===== src/rtl/aes_pkg.sv =====
// Shared types, GF(2^8) helpers and column/byte indexing for the MixColumns engine.
package aes_pkg;

  typedef enum logic [1:0] {
    MC_FWD = 2'b00,
    MC_INV = 2'b01,
    MC_BYP = 2'b10
  } mc_mode_t;

  typedef enum logic [1:0] {
    StIdle,
    StBusy,
    StDone
  } mc_state_t;

  // Circulant first rows; byte k sits at bits [8*(3-k) +: 8].
  localparam logic [31:0] FWD_COEF = 32'h02030101;
  localparam logic [31:0] INV_COEF = 32'h0e0b0d09;

  function automatic logic [7:0] xtime(input logic [7:0] a);
    return {a[6:0], 1'b0} ^ (a[7] ? 8'h1b : 8'h00);
  endfunction

  function automatic logic [7:0] gf_mul(input logic [7:0] a, input logic [7:0] b);
    logic [7:0] p;
    logic [7:0] x;
    p = '0;
    x = a;
    for (int i = 0; i < 8; i++) begin
      if (b[i]) p ^= x;
      x = xtime(x);
    end
    return p;
  endfunction

  // Reserved encoding 2'b11 folds into bypass.
  function automatic mc_mode_t decode_mode(input logic [1:0] m);
    case (m)
      2'b00:   return MC_FWD;
      2'b01:   return MC_INV;
      default: return MC_BYP;
    endcase
  endfunction

  function automatic logic [7:0] coef(input mc_mode_t mode, input logic [1:0] k);
    return (mode == MC_INV) ? INV_COEF[{~k, 3'b000} +: 8] : FWD_COEF[{~k, 3'b000} +: 8];
  endfunction

  // Row 0 is the most significant byte of a column word.
  function automatic logic [7:0] col_byte(input logic [31:0] col, input logic [1:0] row);
    return col[{~row, 3'b000} +: 8];
  endfunction

  function automatic logic [31:0] put_byte(input logic [31:0] col, input logic [1:0] row,
                                           input logic [7:0] v);
    logic [31:0] r;
    r = col;
    r[{~row, 3'b000} +: 8] = v;
    return r;
  endfunction

  // Column 0 is the most significant word of the state.
  function automatic logic [31:0] get_col(input logic [127:0] s, input logic [1:0] c);
    return s[{~c, 5'b00000} +: 32];
  endfunction

  function automatic logic [127:0] put_col(input logic [127:0] s, input logic [1:0] c,
                                           input logic [31:0] v);
    logic [127:0] r;
    r = s;
    r[{~c, 5'b00000} +: 32] = v;
    return r;
  endfunction

endpackage


===== src/rtl/mix_column_unit.sv =====
// Combinational single-column MixColumns / InvMixColumns / bypass.
module mix_column_unit
  import aes_pkg::*;
(
  input  logic [31:0] col_in,
  input  mc_mode_t    mode,
  output logic [31:0] col_out
);

  logic [7:0] acc;

  // Each output row is the circulant row (rotated by row index) dotted with the column.
  always_comb begin
    col_out = col_in;
    acc     = '0;
    if (mode != MC_BYP) begin
      for (int r = 0; r < 4; r++) begin
        acc = '0;
        for (int j = 0; j < 4; j++) begin
          acc ^= gf_mul(coef(mode, 2'(j - r)), col_byte(col_in, 2'(j)));
        end
        col_out = put_byte(col_out, 2'(r), acc);
      end
    end
  end

endmodule


===== src/rtl/mix_columns_engine.sv =====
// Iterative MixColumns engine: accepts a 128-bit state, transforms COLS_PER_CYCLE
// columns per clock in place, then presents the result until downstream takes it.
module mix_columns_engine
  import aes_pkg::*;
#(
  parameter int unsigned COLS_PER_CYCLE = 1
) (
  input  logic         clk,
  input  logic         rst_n,
  input  logic         in_valid,
  output logic         in_ready,
  input  logic [1:0]   in_mode,
  input  logic [127:0] in_state,
  output logic         out_valid,
  input  logic         out_ready,
  output logic [127:0] out_state
);

  if (COLS_PER_CYCLE != 1 && COLS_PER_CYCLE != 2 && COLS_PER_CYCLE != 4) begin : g_bad_cols
    $error("COLS_PER_CYCLE must be 1, 2 or 4");
  end

  localparam int unsigned N       = 4 / COLS_PER_CYCLE;
  localparam logic [1:0]  CntStep = 2'(COLS_PER_CYCLE);
  localparam logic [1:0]  CntLast = 2'(4 - COLS_PER_CYCLE);

  mc_state_t    st_q, st_d;
  logic [1:0]   cnt_q, cnt_d;
  logic [127:0] state_q, state_d, state_upd;
  mc_mode_t     mode_q, mode_d;
  logic         out_valid_q;

  logic [31:0]  col_res [COLS_PER_CYCLE];

  for (genvar u = 0; u < COLS_PER_CYCLE; u++) begin : g_unit
    logic [1:0]  idx;
    logic [31:0] cin;
    assign idx = cnt_q + 2'(u);
    assign cin = get_col(state_q, idx);
    mix_column_unit u_mcu (
      .col_in  (cin),
      .mode    (mode_q),
      .col_out (col_res[u])
    );
  end

  // Write the freshly transformed columns back over their source slots.
  always_comb begin
    state_upd = state_q;
    for (int u = 0; u < int'(COLS_PER_CYCLE); u++) begin
      state_upd = put_col(state_upd, cnt_q + 2'(u), col_res[u]);
    end
  end

  // Next-state logic and the combinational in_ready.
  always_comb begin
    st_d     = st_q;
    cnt_d    = cnt_q;
    state_d  = state_q;
    mode_d   = mode_q;
    in_ready = 1'b0;
    unique case (st_q)
      StIdle: begin
        in_ready = 1'b1;
        if (in_valid) begin
          state_d = in_state;
          mode_d  = decode_mode(in_mode);
          cnt_d   = '0;
          st_d    = StBusy;
        end
      end
      StBusy: begin
        state_d = state_upd;
        cnt_d   = cnt_q + CntStep;
        if (cnt_q == CntLast) st_d = StDone;
      end
      StDone: begin
        in_ready = out_ready;
        if (out_ready) begin
          if (in_valid) begin
            state_d = in_state;
            mode_d  = decode_mode(in_mode);
            cnt_d   = '0;
            st_d    = StBusy;
          end else begin
            st_d = StIdle;
          end
        end
      end
      default: st_d = StIdle;
    endcase
  end

  // State, datapath and registered out_valid; reset discards any in-flight block.
  always_ff @(posedge clk or negedge rst_n) begin
    if (!rst_n) begin
      st_q        <= StIdle;
      cnt_q       <= '0;
      state_q     <= '0;
      mode_q      <= MC_FWD;
      out_valid_q <= 1'b0;
    end else begin
      st_q        <= st_d;
      cnt_q       <= cnt_d;
      state_q     <= state_d;
      mode_q      <= mode_d;
      out_valid_q <= (st_d == StDone);
    end
  end

  assign out_valid = out_valid_q;
  assign out_state = state_q;

  // N documents the per-block compute cycles; referenced here so it is not dead.
  if (N == 0) begin : g_bad_n
    $error("derived cycle count must be nonzero");
  end

endmodule


===== config.mk =====
export PLATFORM = sky130hd
export DESIGN_NAME = mix_columns_engine
export DESIGN_NICKNAME = d
export VERILOG_FILES = /design/src/rtl/aes_pkg.sv /design/src/rtl/mix_column_unit.sv /design/src/rtl/mix_columns_engine.sv
export SDC_FILE = /design/constraint.sdc
export NUM_CORES = 1
export LEC_CHECK = 0
export BUFFER_PORTS_ARGS = -buffer_cell sky130_fd_sc_hd__buf_2
export CORE_ASPECT_RATIO = 1.25
export CORE_MARGIN = 2
export CORE_UTILIZATION = 55
export DETAILED_ROUTE_END_ITERATION = 16
export PLACE_DENSITY = 0.89
export SLEW_MARGIN = 20
export SYNTH_ARGS = -nofsm -noshare
export SYNTH_HDL_FRONTEND = slang
export SYNTH_SLANG_ARGS = --single-unit

===== constraint.sdc =====
create_clock -name clk -period 5.59 [get_ports clk]
set_clock_uncertainty 0.15 [all_clocks]
set_input_delay 1.118 -clock clk [delete_from_list [all_inputs] [get_ports clk]]
set_output_delay 1.118 -clock clk [all_outputs]
set_load 0.005 [all_outputs]

==> metrics.txt <==
EDFF count, synth 0; Synth-to-Final Area Change 18.8%; initial core utilization 56.0%; routed length per placed instance 24.8 µm; met3 GRT Util 9.18%; register area share after synthesis 31.0%; Die Area 21,000 µm²; CTS max path bufs 2; Tcrit/Tclk final 79.0%; via count 11,161; gate count of the mapped netlist 1,190; # nets final 1,559; Slew headroom 21.5%; Req. time, crit path 5.72 ns; I/O Buffers 263; CTS tree done; largest net degree at the start of global routing 113; TNS Setup 0 ns; Synth warnings 0; Setup Buffers After CTS 0; met2 Track Usage GR 61.1%; final max-slew violation count 0; DRC 0; CP Launch Type flip-flop; Iter 0 DRT Violations 1,576; max incr delay on CP 0.70 ns; Yosys cell types 54; FF+latch count, synth 135; hold path endpoint out_state[86]; status finished, final reports clean; routing usage on met1 50.7%; Fmax achieved 0.226 GHz; CTS HTree Levels 4; Worst-Margin Slew 1.18 ns; GRT Total Usage 39.6%; worst-path fanout max 20; Hold-fix buffers, CTS 0; placed inst area 12,300 µm²; Critical R2R Launch cnt_q[0]; area of the core 19,500 µm²; DPL Wire Length 29,700 µm; global-route wire length before repair 62,600 µm; count of final setup violators 0; most frequent cells in the layout 262 x buf_2, 167 x xnor2_1, 134 x dfrtp_1; MaxCap Viol Count 0; vias in the first global route 10,930; Die Width 130 µm; RSZ-0062 raised after global routing no; Post-synth ARST share 100%; commonest non-fill, non-tap cell in the layout buf_2; Clock Tree Root clkbuf_16; Clk Latency, worst-skew pair 0.43 ns; flop2flop setup slack 1.17 ns; cell area after synthesis 10,900 µm²; R2R cell count 11; WP data arrival 4.54 ns; ys flop type dfrtp_1; Post-Place Worst Slack 1.28 ns; post-cts repair resize count 0; setup ws final 1.17 ns; CTS sink count 135; hold path depth 2; grt peak-use layer met2; FP Rows 57; post-route cell area 12,900 µm²; chip height 161 µm; fin util 66.5%; First-pass DRT Iterations 6; clock period minus worst slack 4.42 ns; Via density 6.66; slowest cell on the critical path dfrtp_2; layout cell share with drive strength beyond 1 26.3%; GRT overflow 0; crit end category flip-flop; initial antenna violation count 0; n_diodes 0; routability-driven placement congestion ratio 1.08; I/O pins 264; final hold vios 0; Post-Route WL 41,500 µm; total CTS buffers 17; Syn Nets 1,350; average size of a mapped cell 9.16 µm²; clock slew at reported path FFs 0.07 ns; critical path, cell by cell buf_4 -> mux4_2 -> ha_1 -> xnor3_1 -> xor2_1 -> or3_1 -> a22o_1 -> a21oi_1 -> nor3_1 -> o32ai_2 -> o21ai_1; Post-DRT Antenna Nets 0; hold path start out_state[86]; Hold WC Path Type flip-flop to flip-flop; critical path class flip-flop to flip-flop; reg2reg end out_state[51]
[metrics by stage]
step                      std cells  hold slack, ns
after floorplan                1190           0.340
after global placement         1644           0.336
after detailed placement       1644           0.356
after CTS                      1676           0.369
after global routing           1677           0.382
final                          1677           0.373
[routing by layer]
| metal | part of all wire [%] | wire length, µm | vias up |
|---|---|---|---|
| met3 | 13 | 5380 | 276 |
| met1 | 34 | 14000 | 5211 |
| li1 | - | - | 4563 |
| met5 | 0 | 0 | - |
| met4 | 7.4 | 3060 | 0 |
| met2 | 46 | 19100 | 1111 |
[cells by family (layout without fill, tap and decap cells)]
logic type | count (synthesis) | after routing | synth area share (%)
mux | 65 | 65 | 10.1
flops | 135 | 135 | 31.0
simple gates | 333 | 333 | 13.5
xor+xnor | 240 | 240 | 22.0
fa+ha+maj | 26 | 26 | 2.98
compound gates | 271 | 271 | 15.4
buf+inv | 120 | 342 | 5.00
[cell usage after synthesis (2+ instances only)]
cell / count / share of area (%)
buf_6: 4 / 0.41
nor3b_1: 3 / 0.21
inv_1: 24 / 0.83
nand3_1: 26 / 1.2
buf_4: 5 / 0.34
o21ai_1: 14 / 0.64
nand2_1: 106 / 3.7
a21boi_0: 2 / 0.14
mux4_1: 5 / 1.2
a21oi_1: 75 / 3.4
nand2b_1: 5 / 0.29
xnor2_1: 167 / 13
mux2i_1: 26 / 2.4
a22oi_1: 13 / 0.90
nor3_1: 6 / 0.28
dfrtp_1: 135 / 31
and3_1: 28 / 1.6
and2_1: 6 / 0.34
clkbuf_1: 58 / 2.0
o21a_1: 13 / 0.90
o211ai_1: 2 / 0.14
mux4_2: 29 / 6.0
xnor3_1: 15 / 3.1
nand3b_1: 3 / 0.21
a21o_1: 6 / 0.41
ha_1: 26 / 3.0
o21ai_0: 82 / 3.8
xnor2_2: 9 / 1.3
nor2_1: 128 / 4.4
buf_2: 24 / 1.1
a31oi_1: 11 / 0.63
a22o_1: 3 / 0.24
nor2b_1: 3 / 0.17
nand4_1: 3 / 0.17
a32oi_1: 4 / 0.32
and4_1: 2 / 0.16
a2bb2oi_1: 9 / 0.72
a221oi_1: 29 / 2.3
or3_1: 14 / 0.80
buf_1: 4 / 0.14
xor2_1: 47 / 3.8
mux2_2: 4 / 0.41
[critical path, delay by kind of cell (launching register included)]
kind	cells	cell delay (ns)
compound gates	4	1.09
xor+xnor	2	0.58
fa+ha+maj	1	0.27
buf+inv	1	0.38
flops	1	0.70
mux	1	0.65
simple gates	2	0.44
[state kept, by name (all words and copies together), names as in the netlist]
register	cells
out_valid	1
cnt_q	2
st_q	2
mode_q	2
out_state	128
[worst max path at each step]
stage | start | end | slack [ns] | cells after the start
floorplan | mode_q[0] | out_state[11] | 0.96 | 16
global placement | cnt_q[0] | out_state[51] | 1.38 | 11
detailed placement | cnt_q[0] | out_state[51] | 1.28 | 11
CTS | cnt_q[0] | out_state[51] | 1.27 | 11
global route | cnt_q[0] | out_state[51] | 1.02 | 11
finish | cnt_q[0] | out_state[51] | 1.17 | 11
[area by class of cell]
cell class | instances | area [µm²]
timing repair buffer | 286 | 1500
clock inverter | 14 | 185
tap | 265 | 332
fill | 1465 | 6520
sequential | 135 | 3380
inverter | 24 | 90.1
clock buffer | 18 | 439
multi-input combinational | 935 | 7020
Power is left out: the tool's default activity adds up to more than one toggle a clock period on the data nets, which glitch-free logic cannot reach.
